[config.mk]
export PLATFORM = sky130hd
export DESIGN_NAME = sweep_sched
export DESIGN_NICKNAME = d
export VERILOG_FILES = /design/src/rtl/sweep_sched.sv
export SDC_FILE = /design/constraint.sdc
export NUM_CORES = 1
export LEC_CHECK = 0
export CAP_MARGIN = 0
export CORE_UTILIZATION = 25
export DETAILED_ROUTE_END_ITERATION = 6
export PLACE_DENSITY = 0.53
export RECOVER_POWER = 100
export SLEW_MARGIN = 20
export SYNTH_ARGS = -nofsm -noshare
export SYNTH_HDL_FRONTEND = slang
export SYNTH_SLANG_ARGS = --single-unit
[constraint.sdc]
create_clock -name CLOCK_50 -period 5.4 [get_ports CLOCK_50]
set_input_delay 1.08 -clock CLOCK_50 [delete_from_list [all_inputs] [get_ports CLOCK_50]]
set_output_delay 1.08 -clock CLOCK_50 [all_outputs]
set_load 0.03 [all_outputs]
[src/rtl/sweep_sched.sv]
// rtl/sweep_sched.sv - tick-aligned frequency sweep generator for the DDS phase increment
module sweep_sched #(
  parameter int W    = 10,
  parameter int DW   = 16,
  parameter int LOOP = 0
) (
  input  logic          CLOCK_50,
  input  logic          rst_n,
  input  logic          tick,
  input  logic          start,
  input  logic          stop,
  input  logic [W-1:0]  f_start,
  input  logic [W-1:0]  f_end,
  input  logic [W-1:0]  step,
  input  logic [DW-1:0] dwell,
  output logic [W-1:0]  incr,
  output logic          busy,
  output logic          done
);

  typedef enum logic [1:0] {S_IDLE, S_HOLD, S_STEP} state_t;

  state_t        state_q, state_d;
  logic [W-1:0]  incr_q, incr_d;
  logic [DW-1:0] cnt_q, cnt_d;
  logic [W-1:0]  start_q, start_d;
  logic [W-1:0]  end_q, end_d;
  logic [W-1:0]  step_q, step_d;
  logic [DW-1:0] dwell_q, dwell_d;
  logic          up_q, up_d;
  logic          final_q, final_d;
  logic          done_q, done_d;

  logic [W:0]    sum;
  logic [W:0]    diff;
  logic [DW-1:0] last_cnt;
  logic          up_clamp;
  logic          dn_clamp;

  // W+1 bit arithmetic exposes carry/borrow so the clamp never wraps.
  assign sum      = {1'b0, incr_q} + {1'b0, step_q};
  assign diff     = {1'b0, incr_q} - {1'b0, step_q};
  assign last_cnt = (dwell_q == '0) ? '0 : dwell_q - DW'(1);
  assign up_clamp = (sum >= {1'b0, end_q}) || (step_q == '0);
  assign dn_clamp = diff[W] || (diff[W-1:0] <= end_q) || (step_q == '0);

  always_comb begin
    state_d = state_q;
    incr_d  = incr_q;
    cnt_d   = cnt_q;
    start_d = start_q;
    end_d   = end_q;
    step_d  = step_q;
    dwell_d = dwell_q;
    up_d    = up_q;
    final_d = final_q;
    done_d  = 1'b0;

    if (stop) begin
      state_d = S_IDLE;
      incr_d  = '0;
      cnt_d   = '0;
      final_d = 1'b0;
    end else begin
      unique case (state_q)
        S_IDLE: begin
          incr_d = '0;
          if (start) begin
            state_d = S_HOLD;
            start_d = f_start;
            end_d   = f_end;
            step_d  = step;
            dwell_d = dwell;
            up_d    = (f_end >= f_start);
            final_d = (f_end == f_start);
            incr_d  = f_start;
            cnt_d   = '0;
          end
        end
        S_HOLD: begin
          if (tick) begin
            if (cnt_q == last_cnt) begin
              cnt_d = '0;
              if (!final_q) begin
                state_d = S_STEP;
              end else if (LOOP != 0) begin
                incr_d  = start_q;
                final_d = (start_q == end_q);
              end else begin
                state_d = S_IDLE;
                incr_d  = '0;
                final_d = 1'b0;
                done_d  = 1'b1;
              end
            end else begin
              cnt_d = cnt_q + DW'(1);
            end
          end
        end
        S_STEP: begin
          state_d = S_HOLD;
          cnt_d   = '0;
          if (up_q ? up_clamp : dn_clamp) begin
            incr_d  = end_q;
            final_d = 1'b1;
          end else begin
            incr_d  = up_q ? sum[W-1:0] : diff[W-1:0];
          end
        end
        default: begin
          state_d = S_IDLE;
          incr_d  = '0;
        end
      endcase
    end
  end

  always_ff @(posedge CLOCK_50 or negedge rst_n) begin
    if (!rst_n) begin
      state_q <= S_IDLE;
      incr_q  <= '0;
      cnt_q   <= '0;
      start_q <= '0;
      end_q   <= '0;
      step_q  <= '0;
      dwell_q <= '0;
      up_q    <= 1'b0;
      final_q <= 1'b0;
      done_q  <= 1'b0;
    end else begin
      state_q <= state_d;
      incr_q  <= incr_d;
      cnt_q   <= cnt_d;
      start_q <= start_d;
      end_q   <= end_d;
      step_q  <= step_d;
      dwell_q <= dwell_d;
      up_q    <= up_d;
      final_q <= final_d;
      done_q  <= done_d;
    end
  end

  assign incr = incr_q;
  assign busy = (state_q != S_IDLE);
  assign done = done_q;

endmodule

Word level (Yosys, flattened, before mapping)
Cells that the tools add are included.
Widths: inputs -> output; s select.
{"block": "totals", "inputBits": 51, "reg_bits": 67, "elab_cells": 71}
{"block": "classes", "reduce_logical": 13, "addsub": 4, "order_cmp": 3, "eq_ne": 9, "mux": 32, "bitwise": 1}
{"cell": "$mux 16", "count": 5}
{"cell": "$mux 10", "count": 7}
{"cell": "$pmux 16 s3", "count": 1}
{"cell": "$pmux 10 s3", "count": 1}
{"cell": "$add 16x1->16 const B", "count": 1}
{"cell": "$eq 16x16->1", "count": 1}
{"cell": "$logic_not 16->1", "count": 1}
{"cell": "$sub 16x1->16 const B", "count": 1}
{"cell": "$ne 3x3->1 const B", "count": 5}
{"cell": "$reduce_and 3->1", "count": 4}
{"cell": "$add 10x10->11", "count": 1}
{"cell": "$ge 11x10->1", "count": 1}
{"cell": "$mux 1", "count": 11}
{"cell": "$sub 10x10->11", "count": 1}
{"cell": "$eq 10x10->1", "count": 1}
{"cell": "$ge 10x10->1", "count": 1}
{"cell": "$le 10x10->1", "count": 1}
{"cell": "$logic_not 10->1", "count": 1}
{"cell": "$mux 2", "count": 5}
{"cell": "$pmux 2 s3", "count": 1}
{"cell": "$reduce_and 5->1", "count": 1}
{"cell": "$reduce_bool 4->1", "count": 1}
{"cell": "$logic_or 1x1->1", "count": 3}
{"cell": "$pmux 1 s3", "count": 1}
{"cell": "5 further kinds", "count": 5}

Logic depth before layout (Yosys ltp)
{"block": "logic_depth", "ltp_word": 8, "depth_mapped": 21}

Worst setup path after synthesis
No wires, ideal clock.
{"block": "synth_path", "path_type": "register to register", "start": "reg incr_q[2] (netlist: incr[2])", "end": "reg incr_q[1] (netlist: incr[1])", "stages_incl_launch_ff": 21, "setup_time_ns": 0.119, "t_required_ns": 5.281, "t_arrival_ns": 4.086, "path_slack_ns": 1.195, "path_buffers": 2, "period_less_slack_ns": 4.205, "path_cell_list": "dfrtp_1 > ha_1 > buf_2 > nor2b_1 > o21a_1 > o21a_1 > o311a_1 > o21a_1 > nor2_1 > xnor2_1 > ha_1 > and4_1 > a41oi_1 > o211ai_1 > a31oi_1 > o21ai_0 > o31ai_2 > buf_2 > mux2i_1 > o221ai_2 > o21a_1"}
{"block": "synth_between", "elab_chain_len": 8, "word_cells_on_any_way": 11, "cone_classes": "2 x add/sub; 2 x order compare; 4 x mux; 3 x reduce/logical"}
{"item": "start: declaration", "line": "24", "source": "logic [W-1:0] incr_q, incr_d;"}
{"item": "start signal: assignment", "line": "132", "source": "incr_q <= incr_d;"}
{"item": "$sub 10x10->11", "line": "42", "source": "assign diff = {1'b0, incr_q} - {1'b0, step_q};"}
{"item": "$le 10x10->1", "line": "45", "source": "assign dn_clamp = diff[W] || (diff[W-1:0] <= end_q) || (step_q == '0);"}
{"item": "$logic_or 1x1->1 (2 in series)", "line": "45"}
{"item": "$mux 1 (*)", "line": "103", "source": "if (up_q ? up_clamp : dn_clamp) begin"}
{"item": "$mux 10 (*)", "line": "103"}
{"item": "$pmux 10 s3 (*)", "line": "65", "source": "unique case (state_q)"}
{"item": "$mux 10 (*)", "line": "59", "source": "if (stop) begin"}
Every way passes the cells marked *; elsewhere a longest branch is shown, timed or not.
A chain may end at the register's enable or synchronous reset.

Final worst setup path
{"block": "layout_path", "start": "reg incr_q[2] (netlist: incr[2])", "end": "reg incr_q[4] (netlist: incr[4])"}
{"block": "layout_between", "elab_chain_len": 8, "word_cells_on_any_way": 12, "cone_classes": "2 x add/sub; 2 x order compare; 5 x mux; 3 x reduce/logical"}
{"item": "$sub 10x10->11", "line": "42"}
{"item": "$le 10x10->1", "line": "45"}
{"item": "$logic_or 1x1->1 (2 in series)", "line": "45"}
{"item": "$mux 1", "line": "103"}
{"item": "$mux 10 (*)", "line": "103"}
{"item": "$pmux 10 s3 (*)", "line": "65"}
{"item": "$mux 10 (*)", "line": "59"}
Marked as above.

==> impl_results.md <==
* Area contributors post-synth: dfrtp_1, ha_1, nand2_1
* Clk root buf: clkbuf_16
* Area of the multi-input gates at ~0.0035 sq mm
* CP max-delay cell: o311ai_0
* Slew @ Worst Pin at 2.65 ns
* Final setup fails at 0
* P_int at 1670 uW
* Drt total wl at 15700 microns
* Critical path endpoint category: register
* Syn Nets at 764
* Postcts setup bufs at 0
* Power per cell area at 414 mW/mm^2
* Max Buffers Root-to-Sink at 2
* Sw frac at between 40% and 50%
* Critical Path Source Type: register
* Final net count at 811
* Violated checks: capacitance limit, slew limit
* Effective utilization at floorplan at 25.5%
* GRT Util Overall at 14.5%
* Synth-to-Final Area Change at 21.5%
* I/O Pins at 63
* Sum Neg Setup Slack at 0 ns
* Row Count at 54
* Drc violations at 0
* Clock Power Share at between 20% and 30%
* Register area at around 0.0017 sq mm
* Worst-path maximum fanout at 9
* Synth Register Bits at 67
* Post-route core utilization at 31.0%
* Register area share after synthesis at ~30%
* Detailed placer's ending HPWL at 12100 microns
* H-tree Lvls at 3
* Die height at 151 microns
* YS warnings at 0
* Hold violation count in the final report at 0
* Sw power at 1140 uW
* Slew HR at -77.6%
* Die W at 151 microns
* Initial antenna violation count at 0
* Max cap viols at 4
* Vias in the first global route at 4725
* DR vias/cell at 4.91
* Async SR Flop Fraction at between 90% and 100%
* Pre-antenna DRT Iters at 5
* Logic gate share of total power at 48.0%
* Critical Path AT at 4.91 ns
* Synth unique cells at 77
* CTS Hold Bufs at 0
* Clock Skew at 0.00770 ns
* Reg clk slew, reported paths at ~0.06 ns
* CTS resizes at 0
* Worst skew pair latency at 0.35 ns
* Cells along the critical path: ha_1 -> nor2b_1 -> o21a_1 -> o21a_1 -> o311a_1 -> o21a_1 -> nor2_1 -> xnor2_1 -> ha_1 -> and4_1 -> a41oi_1 -> o211ai_1 -> a31oi_1 -> o21ai_0 -> o31ai_2 -> buf_4 -> nor2_1 -> o311ai_0 -> o21a_1
* Most common cell after layout, fill and taps aside: nand2_1
* Total CTS buffers at 9
* Leak Pwr at 0.00295 uW
* Top-area cell type share of the netlist area at 30.1%
* N_diodes at 0
* Hold crit path type: register to register
* Final Cycle Share at between 80 and 90%
* CP max stage delay at approximately 0.46 ns
* Fill count at 2258
* Mapped Cells at 655
* Top FF cell, synth: dfrtp_1
* Data required time at the worst endpoint at around 5.7 ns
* Vias at 4848
* Slew Limit Fails at between 100 and 150
* Part of the power in registers at 25.6%
* Post-synth EDFFs at 0
* RSZ-0062 raised after global routing: no
* Synth area leader: dfrtp_1
* Outcome: finished, violations left
* Hold WS at 0.565 ns
* DRT antenna net count at 0
* Cell mode on critical path: o21a_1
* Post-synthesis cell area at roughly 0.0056 sq mm
* Max VDD drop at 0.151 mV
* Syn avg cell area at 8.51 sq um
* Port buffer count at just over 60
* Fmax at between 0.2 and 0.25 GHz
* Min Clock Period, post-route at 4.62 ns
* Largest net degree at the start of global routing at 43
* Residual overflow from global routing at 0
* Critical setup path kind: register to register
* CTS tree: built
* Core Region at 0.0218 sq mm
* Wirelength per Cell at between 15 and 20 microns
* Layout cells sized above 1 at 5.94%
* Die Area at about 0.023 sq mm
* Gpl congestion at 0.845
* DR iter-0 viols at 307
* First-pass GRT wire length at about 25000 microns
* Commonest non-fill, non-tap cells in the layout: nand2_1, dfrtp_1, ha_1, inv_1, nor2_1
* Clock net sink count at 67
[layout make-up]
cell class                 instances  area share (%)
tap                              280            5.18
sequential                        67            24.8
clock inverter                     7            2.07
multi-input combinational        505            52.3
inverter                          53            2.94
timing repair buffer              66            9.41
clock buffer                       9            3.33
[through the flow]
step	setup WS [ns]	std cells	area, sq um	total power, uW
after detailed placement	0.831	971	6440	2080
after floorplan	1.19	655	5570	1700
after CTS	0.791	987	6810	2840
after global placement	0.934	971	6440	2070
final	0.777	987	6770	2800
after global routing	0.315	987	6770	3010
[cell usage after synthesis (3+ instances only)]
| cell type | instances |
|---|---|
| nand2_1 | 91 |
| dfrtp_1 | 67 |
| ha_1 | 56 |
| inv_1 | 53 |
| nor2_1 | 49 |
| o21ai_0 | 34 |
| a21oi_1 | 24 |
| xor2_1 | 22 |
| clkbuf_1 | 18 |
| nor3_1 | 17 |
| o21a_1 | 17 |
| xnor2_1 | 16 |
| a31oi_1 | 12 |
| mux2i_1 | 12 |
| nor2b_1 | 12 |
| nor4_1 | 10 |
| nand4_1 | 9 |
| and3_1 | 8 |
| buf_2 | 7 |
| mux2_2 | 7 |
| nand3_1 | 7 |
| o221ai_2 | 6 |
| nand2b_1 | 5 |
| a211oi_1 | 4 |
| a21o_1 | 4 |
| and4_1 | 4 |
| nor3b_1 | 4 |
| o2111ai_1 | 4 |
| or2_2 | 4 |
| a311oi_1 | 3 |
| and2_1 | 3 |
| buf_4 | 3 |
| o211ai_1 | 3 |
| o22ai_1 | 3 |
| o41ai_1 | 3 |
| or3_1 | 3 |
[flip-flops by register name (all words and copies together), names as in the netlist]
register / flops
incr: 10
end_q: 10
state_q: 2
done: 1
step_q: 10
up_q: 1
cnt_q: 16
dwell_q: 16
final_q: 1
[path summary, 6_finish.rpt]
| path | start | end | slack [ns] | cells past startpoint |
|---|---|---|---|---|
| max in group asynchronous | rst_n | dwell_q[15] | 1.45 | 2 |
| min in group asynchronous | rst_n | dwell_q[12] | 1.40 | 1 |
| worst max register to register | incr[2] | incr[4] | 0.78 | 19 |
| worst min-delay path | incr[4] | incr[4] | 0.56 | 1 |
| worst min register to register | incr[4] | incr[4] | 0.56 | 1 |
| worst max-delay path | incr[2] | incr[4] | 0.78 | 19 |
[layer usage]
| metal | vias up | part of all wire [%] | global-route usage [%] |
|---|---|---|---|
| met5 | - | 0 | 0 |
| met4 | 0 | 1.9 | 5.20 |
| met3 | 21 | 5.7 | 2.95 |
| met2 | 110 | 43 | 21.7 |
| met1 | 2300 | 49 | 20.4 |
| li1 | 2417 | - | - |
[power groups by stage]
stage,Combinational [uW],Sequential [uW],Clock [uW]
floorplan,1010,684,0
finish,1340,717,743
detailed placement,1350,725,0
global placement,1350,726,0
CTS,1360,718,756
global route,1500,734,776
[critical path: cells and delay by family (launching register included)]
kind	cells	cell delay, ns
AOI/OAI and AO/OA	11	2.35
DFF	1	0.42
xor gates and xnor gates	1	0.16
adders and majority gates	2	0.68
and+or+nand+nor	4	0.63
buffers and inverters	1	0.32
[cell families after synthesis]
family	after synthesis	synth area share (%)
AND/OR/NAND/NOR	241	21.5
AO/OA/AOI/OAI	147	18.8
buffers and inverters	83	5.97
flip-flops	67	30.1
adder cells (fa/ha/maj)	58	13.3
XOR/XNOR	40	6.78
multiplexers	19	3.57
(Power assumes the default switching activity.)
